[src/rtl/alu_arbiter_pkg.sv]
// Shared types for the ALU arbiter: the operation encoding forwarded to the
// single registered ALU.
package alu_arbiter_pkg;

    typedef enum logic [3:0] {
        OP_ADD  = 4'd0,
        OP_SUB  = 4'd1,
        OP_SLL  = 4'd2,
        OP_SLT  = 4'd3,
        OP_SLTU = 4'd4,
        OP_XOR  = 4'd5,
        OP_SRL  = 4'd6,
        OP_SRA  = 4'd7,
        OP_OR   = 4'd8,
        OP_AND  = 4'd9
    } op_t;

endpackage

[src/rtl/alu_arbiter_if.sv]
// Bundle of requester handshakes, response buffers and ALU connections.
// The slave modport is the arbiter; master is the requester/ALU side.
interface alu_arbiter_if
    import alu_arbiter_pkg::*;
#(
    parameter int NUM_REQ = 2
);

    logic [NUM_REQ-1:0]        req_valid;
    logic [NUM_REQ-1:0]        req_ready;
    op_t  [NUM_REQ-1:0]        req_op;
    logic [NUM_REQ-1:0][31:0]  req_src1;
    logic [NUM_REQ-1:0][31:0]  req_src2;

    op_t                       alu_op;
    logic signed [31:0]        alu_src1;
    logic signed [31:0]        alu_src2;
    logic signed [31:0]        alu_res;

    logic [NUM_REQ-1:0]        rsp_valid;
    logic [NUM_REQ-1:0]        rsp_ready;
    logic [NUM_REQ-1:0][31:0]  rsp_res;

    modport master (
        output req_valid, req_op, req_src1, req_src2, rsp_ready, alu_res,
        input  req_ready, alu_op, alu_src1, alu_src2, rsp_valid, rsp_res
    );

    modport slave (
        input  req_valid, req_op, req_src1, req_src2, rsp_ready, alu_res,
        output req_ready, alu_op, alu_src1, alu_src2, rsp_valid, rsp_res
    );

endinterface

[src/rtl/alu_arbiter.sv]
// Round-robin sharing of one registered ALU between NUM_REQ requesters, with
// one-cycle in-flight tracking and a one-entry response buffer per requester.
module alu_arbiter
    import alu_arbiter_pkg::*;
#(
    parameter int NUM_REQ = 2
) (
    input  logic          clk,
    input  logic          rst,
    alu_arbiter_if.slave  bus
);

    localparam int PTR_W = (NUM_REQ > 1) ? $clog2(NUM_REQ) : 1;
    typedef logic [PTR_W-1:0] ptr_t;

    ptr_t               rr_ptr_reg;
    ptr_t               rr_ptr_next;
    logic               inflight_valid_reg;
    ptr_t               inflight_id_reg;
    logic               rsp_valid_reg [NUM_REQ];
    logic [31:0]        rsp_res_reg   [NUM_REQ];

    logic [NUM_REQ-1:0] eligible;
    logic [NUM_REQ-1:0] capture;
    logic               grant_valid;
    ptr_t               grant_id;
    ptr_t               cand;

    function automatic ptr_t wrap_add(input ptr_t base, input int off);
        int sum;
        sum = int'(base) + off;
        return ptr_t'(sum % NUM_REQ);
    endfunction

    // A port may issue only if it has nothing in flight and its buffer will be
    // free by the time the result lands, so capture never collides with drain.
    genvar gi;
    generate
        for (gi = 0; gi < NUM_REQ; gi++) begin : g_port
            assign capture[gi]  = inflight_valid_reg && (inflight_id_reg == ptr_t'(gi));
            assign eligible[gi] = bus.req_valid[gi] && !capture[gi] &&
                                  (!rsp_valid_reg[gi] || bus.rsp_ready[gi]);

            always_ff @(posedge clk) begin
                if (rst) begin
                    rsp_valid_reg[gi] <= 1'b0;
                    rsp_res_reg[gi]   <= '0;
                end else if (capture[gi]) begin
                    rsp_valid_reg[gi] <= 1'b1;
                    rsp_res_reg[gi]   <= bus.alu_res;
                end else if (bus.rsp_ready[gi]) begin
                    rsp_valid_reg[gi] <= 1'b0;
                end
            end
        end
    endgenerate

    always_comb begin
        grant_valid = 1'b0;
        grant_id    = '0;
        cand        = '0;
        for (int k = 0; k < NUM_REQ; k++) begin
            cand = wrap_add(rr_ptr_reg, k);
            if (!grant_valid && !rst && eligible[cand]) begin
                grant_valid = 1'b1;
                grant_id    = cand;
            end
        end
    end

    always_comb begin
        rr_ptr_next = grant_valid ? wrap_add(grant_id, 1) : rr_ptr_reg;
    end

    // Idle cycles still feed the ALU a harmless ADD 0,0; its result is dropped.
    always_comb begin
        bus.req_ready = '0;
        bus.alu_op    = OP_ADD;
        bus.alu_src1  = '0;
        bus.alu_src2  = '0;
        if (grant_valid) begin
            bus.req_ready[grant_id] = 1'b1;
            bus.alu_op              = bus.req_op[grant_id];
            bus.alu_src1            = bus.req_src1[grant_id];
            bus.alu_src2            = bus.req_src2[grant_id];
        end
    end

    always_comb begin
        for (int i = 0; i < NUM_REQ; i++) begin
            bus.rsp_valid[i] = rsp_valid_reg[i];
            bus.rsp_res[i]   = rsp_res_reg[i];
        end
    end

    always_ff @(posedge clk) begin
        if (rst) begin
            rr_ptr_reg         <= '0;
            inflight_valid_reg <= 1'b0;
            inflight_id_reg    <= '0;
        end else begin
            rr_ptr_reg         <= rr_ptr_next;
            inflight_valid_reg <= grant_valid;
            inflight_id_reg    <= grant_id;
        end
    end

endmodule

[src/flat_wrapper.sv]
// flat-port wrapper written by rule: the top's interface ports become plain ports
module alu_arbiter_flat import alu_arbiter_pkg::*;
#(
    parameter int NUM_REQ = 2
)
  (clk, rst, bus_req_valid, bus_req_op, bus_req_src1, bus_req_src2, bus_rsp_ready, bus_alu_res, bus_req_ready, bus_alu_op, bus_alu_src1, bus_alu_src2, bus_rsp_valid, bus_rsp_res);
  alu_arbiter_if #(.NUM_REQ(NUM_REQ)) bus_i ();
  input  logic clk;
  input  logic rst;
  input wire logic [$bits(bus_i.req_valid)-1:0] bus_req_valid;
  input wire logic [$bits(bus_i.req_op)-1:0] bus_req_op;
  input wire logic [$bits(bus_i.req_src1)-1:0] bus_req_src1;
  input wire logic [$bits(bus_i.req_src2)-1:0] bus_req_src2;
  input wire logic [$bits(bus_i.rsp_ready)-1:0] bus_rsp_ready;
  input wire logic [$bits(bus_i.alu_res)-1:0] bus_alu_res;
  output wire logic [$bits(bus_i.req_ready)-1:0] bus_req_ready;
  output wire logic [$bits(bus_i.alu_op)-1:0] bus_alu_op;
  output wire logic [$bits(bus_i.alu_src1)-1:0] bus_alu_src1;
  output wire logic [$bits(bus_i.alu_src2)-1:0] bus_alu_src2;
  output wire logic [$bits(bus_i.rsp_valid)-1:0] bus_rsp_valid;
  output wire logic [$bits(bus_i.rsp_res)-1:0] bus_rsp_res;
  assign bus_i.req_valid = bus_req_valid;
  assign bus_i.req_op = bus_req_op;
  assign bus_i.req_src1 = bus_req_src1;
  assign bus_i.req_src2 = bus_req_src2;
  assign bus_i.rsp_ready = bus_rsp_ready;
  assign bus_i.alu_res = bus_alu_res;
  assign bus_req_ready = bus_i.req_ready;
  assign bus_alu_op = bus_i.alu_op;
  assign bus_alu_src1 = bus_i.alu_src1;
  assign bus_alu_src2 = bus_i.alu_src2;
  assign bus_rsp_valid = bus_i.rsp_valid;
  assign bus_rsp_res = bus_i.rsp_res;
  alu_arbiter #(.NUM_REQ(NUM_REQ)) u_core (.clk(clk), .rst(rst), .bus(bus_i));
endmodule
[config.mk]
export PLATFORM = sky130hd
export DESIGN_NAME = alu_arbiter_flat
export DESIGN_NICKNAME = d
export VERILOG_FILES = /design/src/rtl/alu_arbiter_pkg.sv /design/src/rtl/alu_arbiter_if.sv /design/src/rtl/alu_arbiter.sv /design/src/flat_wrapper.sv
export SDC_FILE = /design/constraint.sdc
export NUM_CORES = 1
export LEC_CHECK = 0
export ABC_AREA = 1
export BUFFER_PORTS_ARGS = -buffer_cell sky130_fd_sc_hd__buf_2
export CELL_PAD_IN_SITES_DETAIL_PLACEMENT = 0
export CELL_PAD_IN_SITES_GLOBAL_PLACEMENT = 1
export CORE_MARGIN = 5
export CORE_UTILIZATION = 23
export DETAILED_ROUTE_END_ITERATION = 8
export GPL_TIMING_DRIVEN = 0
export PLACE_DENSITY_LB_ADDON = 0.1
export SYNTH_ARGS = -nofsm -noshare
export SYNTH_HDL_FRONTEND = slang
export SYNTH_SLANG_ARGS = --single-unit
[constraint.sdc]
create_clock -name clk -period 1.9 [get_ports clk]
set_clock_uncertainty 0.05 [all_clocks]
set_input_delay 0.38 -clock clk [delete_from_list [all_inputs] [get_ports clk]]
set_output_delay 0.38 -clock clk [all_outputs]
set_load 0.05 [all_outputs]
### After elaboration in Yosys (flattened, before gate mapping)

Memory sizes are Yosys's and may differ from the RTL's.
Cells that the tools add are included.

* register bits after elaboration: 3
* bits in writable memories: 66
* word-level logic and storage cells: 78
* memories kept: 2

* add/sub/neg operators: 2
* order comparisons: 4
* muxes and demuxes: 42
* bitwise gates (word level): 7
* reductions and logical operators: 18

Memories
* u_core.rsp_res_reg: words 2, bits a word 32, rd ports 2, clocked after memory_dff 0, write ports 2, line alu_arbiter.sv:21 `logic [31:0] rsp_res_reg [NUM_REQ];`
* u_core.rsp_valid_reg: words 2, bits a word 1, rd ports 2, clocked after memory_dff 0, write ports 2, line alu_arbiter.sv:20 `logic rsp_valid_reg [NUM_REQ];`

Operators by type and width (number)
* $mux W32: 8
* $mux W1: 29
* $mux W4: 3
* $logic_and A1 B1 Y1: 10
* $logic_not A1 Y1: 6
* $lt A1 B2 Y1 const B: 3
* $or A1 B1 Y1: 6
* $add A1 B1 Y1 const B: 2
* $logic_or A1 B1 Y1: 2
* $mux W2: 1
* $demux W1 S1: 1
* $ge A1 B1 Y1 const B: 1
* $not A1 Y1: 1

### Longest topological paths before layout

Gate-level depths: netlist (run 1).

* word-level depth: 18
* depth in mapped cells: 10

### Worst setup path before layout (run 1)

OpenSTA, ideal clock, no wires.

* kind: input port to output port
* start: in rst
* end: out bus_alu_src2[22]
* data arrival time: 1971 ps
* path slack: -501 ps
* stages: 8
* path buffers: 1
* cells stage by stage: inv_2 > nand2_2 > nor2_4 > nand2_4 > inv_2 > buf_2 > nand2_1 > nand2_1

* word-level cells in the longest chain between the ends: 10
* elaborated cells between the ends (all ways): 12
* those cells by class: 7 x mux; 5 x reduce/logical

RTL lines
* from (decl): line flat_wrapper.sv:9 `input logic rst;`
* $logic_not A1 Y1 (*): line alu_arbiter.sv:64 `if (!grant_valid && !rst && eligible[cand]) begin`
* $logic_and A1 B1 Y1: line alu_arbiter.sv:64
* $mux W1: line alu_arbiter.sv:64
* $logic_not A1 Y1: line alu_arbiter.sv:64
* $logic_and A1 B1 Y1 (2 in a row): line alu_arbiter.sv:64
* $mux W1: line alu_arbiter.sv:64
* $mux W32 (not written as such) (2 in a row): line alu_arbiter.sv:85 `bus.alu_src2 = bus.req_src2[grant_id];`
* $mux W32 (*): line alu_arbiter.sv:81 `if (grant_valid) begin`
* to (decl): line flat_wrapper.sv:19 `output wire logic [$bits(bus_i.alu_src2)-1:0] bus_alu_src2;`

Every way passes the cells marked *; elsewhere a longest branch is shown, timed or not. The select of a mux whose other input is x is not followed.

==> results of run 1 <==
## kinds of logic (layout without fill, tap and decap cells)
group / after synthesis / after routing / share of synthesized area (%)
AO/OA/AOI/OAI: 1 / 1 / 0.141
buffers and inverters: 71 / 402 / 8.76
flip-flops: 69 / 69 / 57.4
other: 0 / 1 / 0
AND/OR/NAND/NOR: 287 / 288 / 33.7
## power by group
part	switching [mW]	internal (mW)
combinational	1.58	0.830
sequential	0.0374	1.80
clock	0.573	0.992
## cells in the final DEF (no fill, tap or decap), types with 33 or more instances in the layout
| cell | netlist | final |
|---|---|---|
| buf_2 | 18 | 239 |
| buf_6 | 2 | 37 |
| buf_8 | 0 | 47 |
| edfxtp_1 | 66 | 66 |
| inv_1 | 40 | 39 |
| nand2_1 | 144 | 59 |
| nand2_2 | 2 | 54 |
| nand2_4 | 1 | 33 |
| nand3_1 | 70 | 46 |
| nor2_1 | 66 | 66 |
## per-stage QoR
stage | power (mW) | hold slack, ns | setup TNS, ns | std cells
floorplan | 3.25 | 0.385 | -0.151 | 428
global placement | 3.80 | 0.401 | -48.88 | 925
detailed placement | 3.80 | 0.411 | -36.94 | 925
CTS | 5.82 | 0.219 | -19.78 | 946
global route | 6.05 | 0.239 | -24.41 | 949
finish | 5.81 | 0.232 | -16.99 | 949
## how the worst max path moves through the flow
stage	start	endpoint	slack (ns)
after floorplan	rst	bus_alu_src2[22]	-0.02
after global placement	rst	bus_alu_src2[12]	-0.63
after detailed placement	rst	bus_alu_src2[12]	-0.64
after CTS	u_core.rsp_valid_reg[1]	bus_alu_src2[15]	-0.31
after global routing	u_core.rsp_valid_reg[1]	bus_alu_src2[25]	-0.39
final	u_core.rsp_valid_reg[1]	bus_alu_src2[23]	-0.27
## critical path, stage by stage (launching register included)
cell and delay [ns]:
edfxtp_1 0.41, nand2_2 0.10, nand4_1 0.16, nand2_4 0.22
buf_8 0.17, nand3_1 0.13, nand2_4 0.08, buf_6 0.15
## per-layer routing
layer,part of all wire [%],up-vias,GRT usage (%)
met5,0,-,0
met4,1.9,0,4.98
met3,8.8,17,5.55
met2,53,194,29.4
met1,36,1890,18.1
li1,-,2023,-
## what timing repair did
action	in CTS	in global routing
buffers inserted	5	2
hold buffers	0	0
gates cloned	2	0
endpoints found under the setup margin	70	70
pin swaps	21	6
resized for setup	263	29
## area by class of cell
cell class	count	area (um^2)	share of cell area (%)
Tap cell	188	235	3.35
Inverter	42	170	2.42
Clock inverter	5	53.8	0.766
Antenna cell	1	2.50	0.0356
Buffer	29	307	4.36
Multi-Input combinational cell	289	1740	24.8
Timing Repair Buffer	317	2250	32.0
Sequential cell	69	2040	29.1
Clock buffer	9	225	3.21
==> results.py, run 1 <==
metrics = {
    "status": {
        "status": "finished with violations",
        "violations": "negative setup slack",
    },
    "floorplanning": {
        "start_util_pct": 23.4,
        "die_area_um2": 18100,
        "rows": 45,
        "die_w_um": 134,
        "io-pin-count": 310,
        "core_region_area_um2": 15200,
        "die-height_um": 134,
    },
    "cells_and_area": {
        "post-route-util_pct": 46.2,
        "synthToLayoutAreaGrowth_pct": 97.5,
        "layout.nets": 931,
        "drive_gt1_share_pct": 62.0,
        "nFillCells": 1524,
        "finish.instance_area_um2": 7030,
        "largest_reg_flops": 64,
    },
    "cts": {
        "cts_tree": "yes",
        "cts_buffer_depth": 2,
        "cts-root-buf": "clkbuf_16",
        "worstSkewPairLatency_ns": 0.32,
        "cts_buffers": 9,
        "numClockSinks": 69,
        "clock_tree.htree_level_count": 3,
        "path_clk_slew_ns": 0.05,
    },
    "routing": {
        "wl_per_cell_um": 16.4,
        "vias_per_cell": 4.35,
        "wl_mm": 15.6,
        "drc": 0,
        "first_pass_iters": 5,
        "antenna_left": 0,
        "routed-via-count": 4124,
        "drt_iter0_drc": 129,
    },
    "sta": {
        "maxSlewHeadroom_pct": 45.2,
        "fin_crit_ns": 2.17,
        "finalCritPeriodShare_pct": 114,
        "final_hold_viol_count": 0,
        "worst_pin_slew_ns": 0.819,
        "slew_violations": 0,
        "layout_setup_ws_ns": -0.273,
        "rsz0062_at_grt": "true",
        "setup_violations": 69,
        "max_freq_mhz": 460,
    },
    "synth": {
        "synth_top_area_share_pct": 55.7,
        "ys_warn_count": 0,
        "netlist_instances": 428,
        "synth-main-ff-cell": "edfxtp_1",
        "seq_area_frac_synth_pct": 57.4,
        "synth_commonest_cells": "nand2_1, nand3_1, edfxtp_1, nor2_1, inv_1",
        "syn_area_um2": 3560,
        "ys_ff_latch": 69,
        "ys_types": 17,
        "avgSynthCellArea_um2": 8.31,
        "yosysMostFrequentCell": "nand2_1",
        "syn_nets": 602,
        "synthArstFlopShare_pct": 0,
        "synth_edf_count": 66,
        "synth_top_cell_by_area": "edfxtp_1",
        "synthTopCellsByArea": "edfxtp_1, nand2_1, nand3_1",
    },
    "setup_path": {
        "crit_type": "reg -> out",
        "worstRegToRegCells": 6,
        "rr_endpoint": "u_core.rsp_res_reg[1][22]",
        "reg2reg_from": "u_core.inflight_valid_reg",
        "crit_fanout": 10,
        "critPathCaptureType": "primary output",
        "critPathRequiredTime_ns": 1.47,
        "ff2ff_setup_slack_ns": 0.18,
        "critical_path_arrival_ns": 1.74,
        "cp-start-kind": "register",
    },
    "job": {
        "cap_violations": 0,
    },
    "min_path": {
        "hold_class": "in -> reg",
        "holdPathStages": 2,
        "min_to": "u_core.rr_ptr_reg",
        "hp-start": "rst",
    },
    "power_and_ir_drop": {
        "peakVddDrop_uv": 329,
        "cellPowerDensity_nw_per_um2": 827,
        "p_leak_nw": 3.62,
    },
    "global_route": {
        "grt_pass1_wl_mm": 22.7,
        "grt_antenna_before_repair": 1,
        "track_usage_pct": 16.3,
        "grt_pass1_vias": 4148,
        "grt-ovfl-total": 0,
        "grt_max_degree": 33,
    },
    "placed_design": {
        "gp_congestion": 0.756,
        "dp_hpwl_mm": 12.2,
        "placed_area_um2": 5630,
        "portBuffers": 309,
        "dp_slack_ns": -0.642,
    },
}
No activity file was read; power rests on OpenSTA's default activity.
==> inputs of run 2 (changes only) <==
- ABC_AREA: 1 -> default
- CORE_UTILIZATION: 23 -> 24
- RECOVER_POWER: default -> 100
==> results.py, run 2 <==
metrics = {
    "status": {
        "status": "finished with violations",
        "violations": "negative setup slack",
    },
    "global_route": {
        "track_usage_pct": 15.8,
        "grt-ovfl-total": 0,
        "grt_max_degree": 34,
        "grt_pass1_vias": 3505,
        "grt_pass1_wl_mm": 20.1,
        "grt_antenna_before_repair": 2,
    },
    "setup_path": {
        "critPathRequiredTime_ns": 1.47,
        "crit_type": "reg -> out",
        "reg2reg_from": "u_core.inflight_id_reg",
        "critical_path_arrival_ns": 1.94,
        "critPathCaptureType": "primary output",
        "crit_fanout": 5,
        "cp-start-kind": "register",
        "cp-startpoint": "u_core.inflight_valid_reg",
    },
    "cts": {
        "path_clk_slew_ns": 0.06,
        "numClockSinks": 69,
        "clock_tree.htree_level_count": 3,
        "cts_tree": "yes",
        "cts-root-buf": "clkbuf_16",
        "cts_buffers": 9,
        "worstSkewPairLatency_ns": 0.32,
        "cts_buffer_depth": 2,
    },
    "power_and_ir_drop": {
        "p_leak_nw": 2.90,
        "pwr-share-clk_pct": 29.4,
        "p_sw_share_pct": 35.4,
        "cellPowerDensity_nw_per_um2": 883,
        "p_int_mw": 3.60,
        "comb_power_share_pct": 37.7,
        "power_mw": 5.57,
        "peakVddDrop_uv": 753,
        "pwr-share-seq_pct": 32.9,
        "p_switching_mw": 1.97,
    },
    "cells_and_area": {
        "seqCellArea_um2": 2040,
        "final_cell_mix": "buf_2, clkbuf_1, edfxtp_1",
        "final_common_cell": "buf_2",
        "largest_reg_flops": 64,
        "multi_input_comb_area_um2": 1430,
        "nFillCells": 1340,
        "final_cells": 768,
        "n_antenna_cell": 0,
        "drive_gt1_share_pct": 63.4,
        "synthToLayoutAreaGrowth_pct": 89.2,
        "layout.nets": 757,
    },
    "floorplanning": {
        "rows": 43,
        "die_area_um2": 16400,
        "start_util_pct": 24.2,
        "die_w_um": 128,
        "core_region_area_um2": 13800,
        "die-height_um": 128,
        "io-pin-count": 310,
    },
    "sta": {
        "layout_setup_ws_ns": -0.471,
        "setup_violations": 70,
        "fin_crit_ns": 2.37,
        "rsz0062_at_grt": "true",
        "finalCritPeriodShare_pct": 125,
        "final_hold_viol_count": 0,
        "setup_tns_ns": -28.75,
        "slew_violations": 0,
        "max_freq_mhz": 422,
        "worst_pin_slew_ns": 0.667,
        "maxSlewHeadroom_pct": 55.7,
    },
    "synth": {
        "seq_area_frac_synth_pct": 61.2,
        "syn_area_um2": 3340,
        "synthTopCellsByArea": "edfxtp_1, a22o_1, and2_1",
        "synth-main-ff-cell": "edfxtp_1",
        "yosysMostFrequentCell": "a22o_1",
        "syn_nets": 419,
        "synth_commonest_cells": "a22o_1, edfxtp_1, and2_1, buf_2, clkbuf_1",
        "synth_edf_count": 66,
        "synthArstFlopShare_pct": 0,
        "ys_warn_count": 0,
        "ys_ff_latch": 69,
        "synth_top_cell_by_area": "edfxtp_1",
        "avgSynthCellArea_um2": 13.6,
        "synth_top_area_share_pct": 59.4,
        "ys_types": 22,
        "netlist_instances": 245,
    },
    "placed_design": {
        "dpl.cell_count": 734,
        "gp_congestion": 0.809,
        "dp_slack_ns": -0.529,
        "dp_hpwl_mm": 11.2,
        "portBuffers": 309,
    },
    "routing": {
        "first_pass_iters": 4,
        "antenna_left": 0,
        "drt_iter0_drc": 100,
        "routed-via-count": 3364,
        "vias_per_cell": 4.38,
        "wl_per_cell_um": 18.3,
        "wl_mm": 14.1,
        "drc": 0,
    },
    "job": {
        "cap_violations": 0,
    },
    "min_path": {
        "hold_class": "in -> reg",
        "hp-start": "rst",
    },
}
## run 2: cell types whose count changed in the layout (fill, tap and decap cells not counted), moves of 39 or more
cell | previous run | this run
nor2_1 | 66 | 2
buf_2 | 239 | 173
clkbuf_1 | 6 | 72
inv_1 | 39 | 0
nand2_1 | 59 | 3
nand2_2 | 54 | 0
nand3_1 | 46 | 1
a22o_2 | 0 | 47
## run 2: per-layer routing
metal / track usage (%) / wire, um
met1: 18.0 / 5250
met5: 0 / 19
met2: 28.3 / 7280
met3: 6.25 / 1350
met4: 3.12 / 175
## run 2: cells by family (layout without fill, tap and decap cells)
group	count (synthesis)	count (layout)	synth area share [%]
AND/OR/NAND/NOR	81	81	15.6
multiplexers	1	1	0.675
AO/OA/AOI/OAI	70	70	18.3
buffers and inverters	24	367	4.31
flip-flops	69	69	61.2
## run 2: cell type report
cell class              instances  area share, %
inverters                       1          0.119
repair buffers                326           33.0
clock buffers                  14           4.02
multi-input cells             152           22.7
well taps                     180           3.57
repair inverters                1          0.119
clock inverters                 2          0.555
plain buffers                  23           3.63
flip-flops and latches         69           32.4
## run 2: metrics by stage
stage               hold slack (ns)  utilization (%)  area (um^2)
global route                  0.275             45.8         6310
detailed placement            0.401             39.0         5370
CTS                           0.259             45.7         6300
global placement              0.400             38.9         5360
finish                        0.272             45.8         6310
floorplan                     0.381                -         3590
## run 2: worst paths after layout
kind / end / slack [ns] / cells past startpoint
worst max-delay path: bus_alu_src2[19] / -0.47 / 8
worst min-delay path: u_core.rr_ptr_reg / 0.27 / 2
worst max register to register: u_core.rsp_valid_reg[0] / 0.22 / 4
worst min register to register: u_core.rr_ptr_reg / 0.41 / 2
## run 2: power by group through the flow
stage / Sequential [mW] / Combinational [mW] / Clock (mW)
after global placement: 1.86 / 1.81 / 0
after CTS: 1.83 / 2.11 / 1.67
after global routing: 1.84 / 2.20 / 1.75
after floorplan: 2.23 / 0.923 / 0
after detailed placement: 1.86 / 1.82 / 0
final: 1.83 / 2.10 / 1.64
## run 2: critical path, stage by stage, from the launching register on
cell     delay, ns
dfxtp_1       0.37
a21oi_4       0.18
nand3_4       0.10
mux2i_4       0.20
buf_6         0.14
buf_8         0.13
buf_12        0.13
a22o_4        0.22
buf_8         0.15
## run 2: timing repair
action	4_1_cts	5_1_grt
buffers inserted	12	4
setup endpoints to repair	103	92
gates cloned	2	0
pin swaps	4	3
gates resized for setup	161	23
hold buffers	0	0
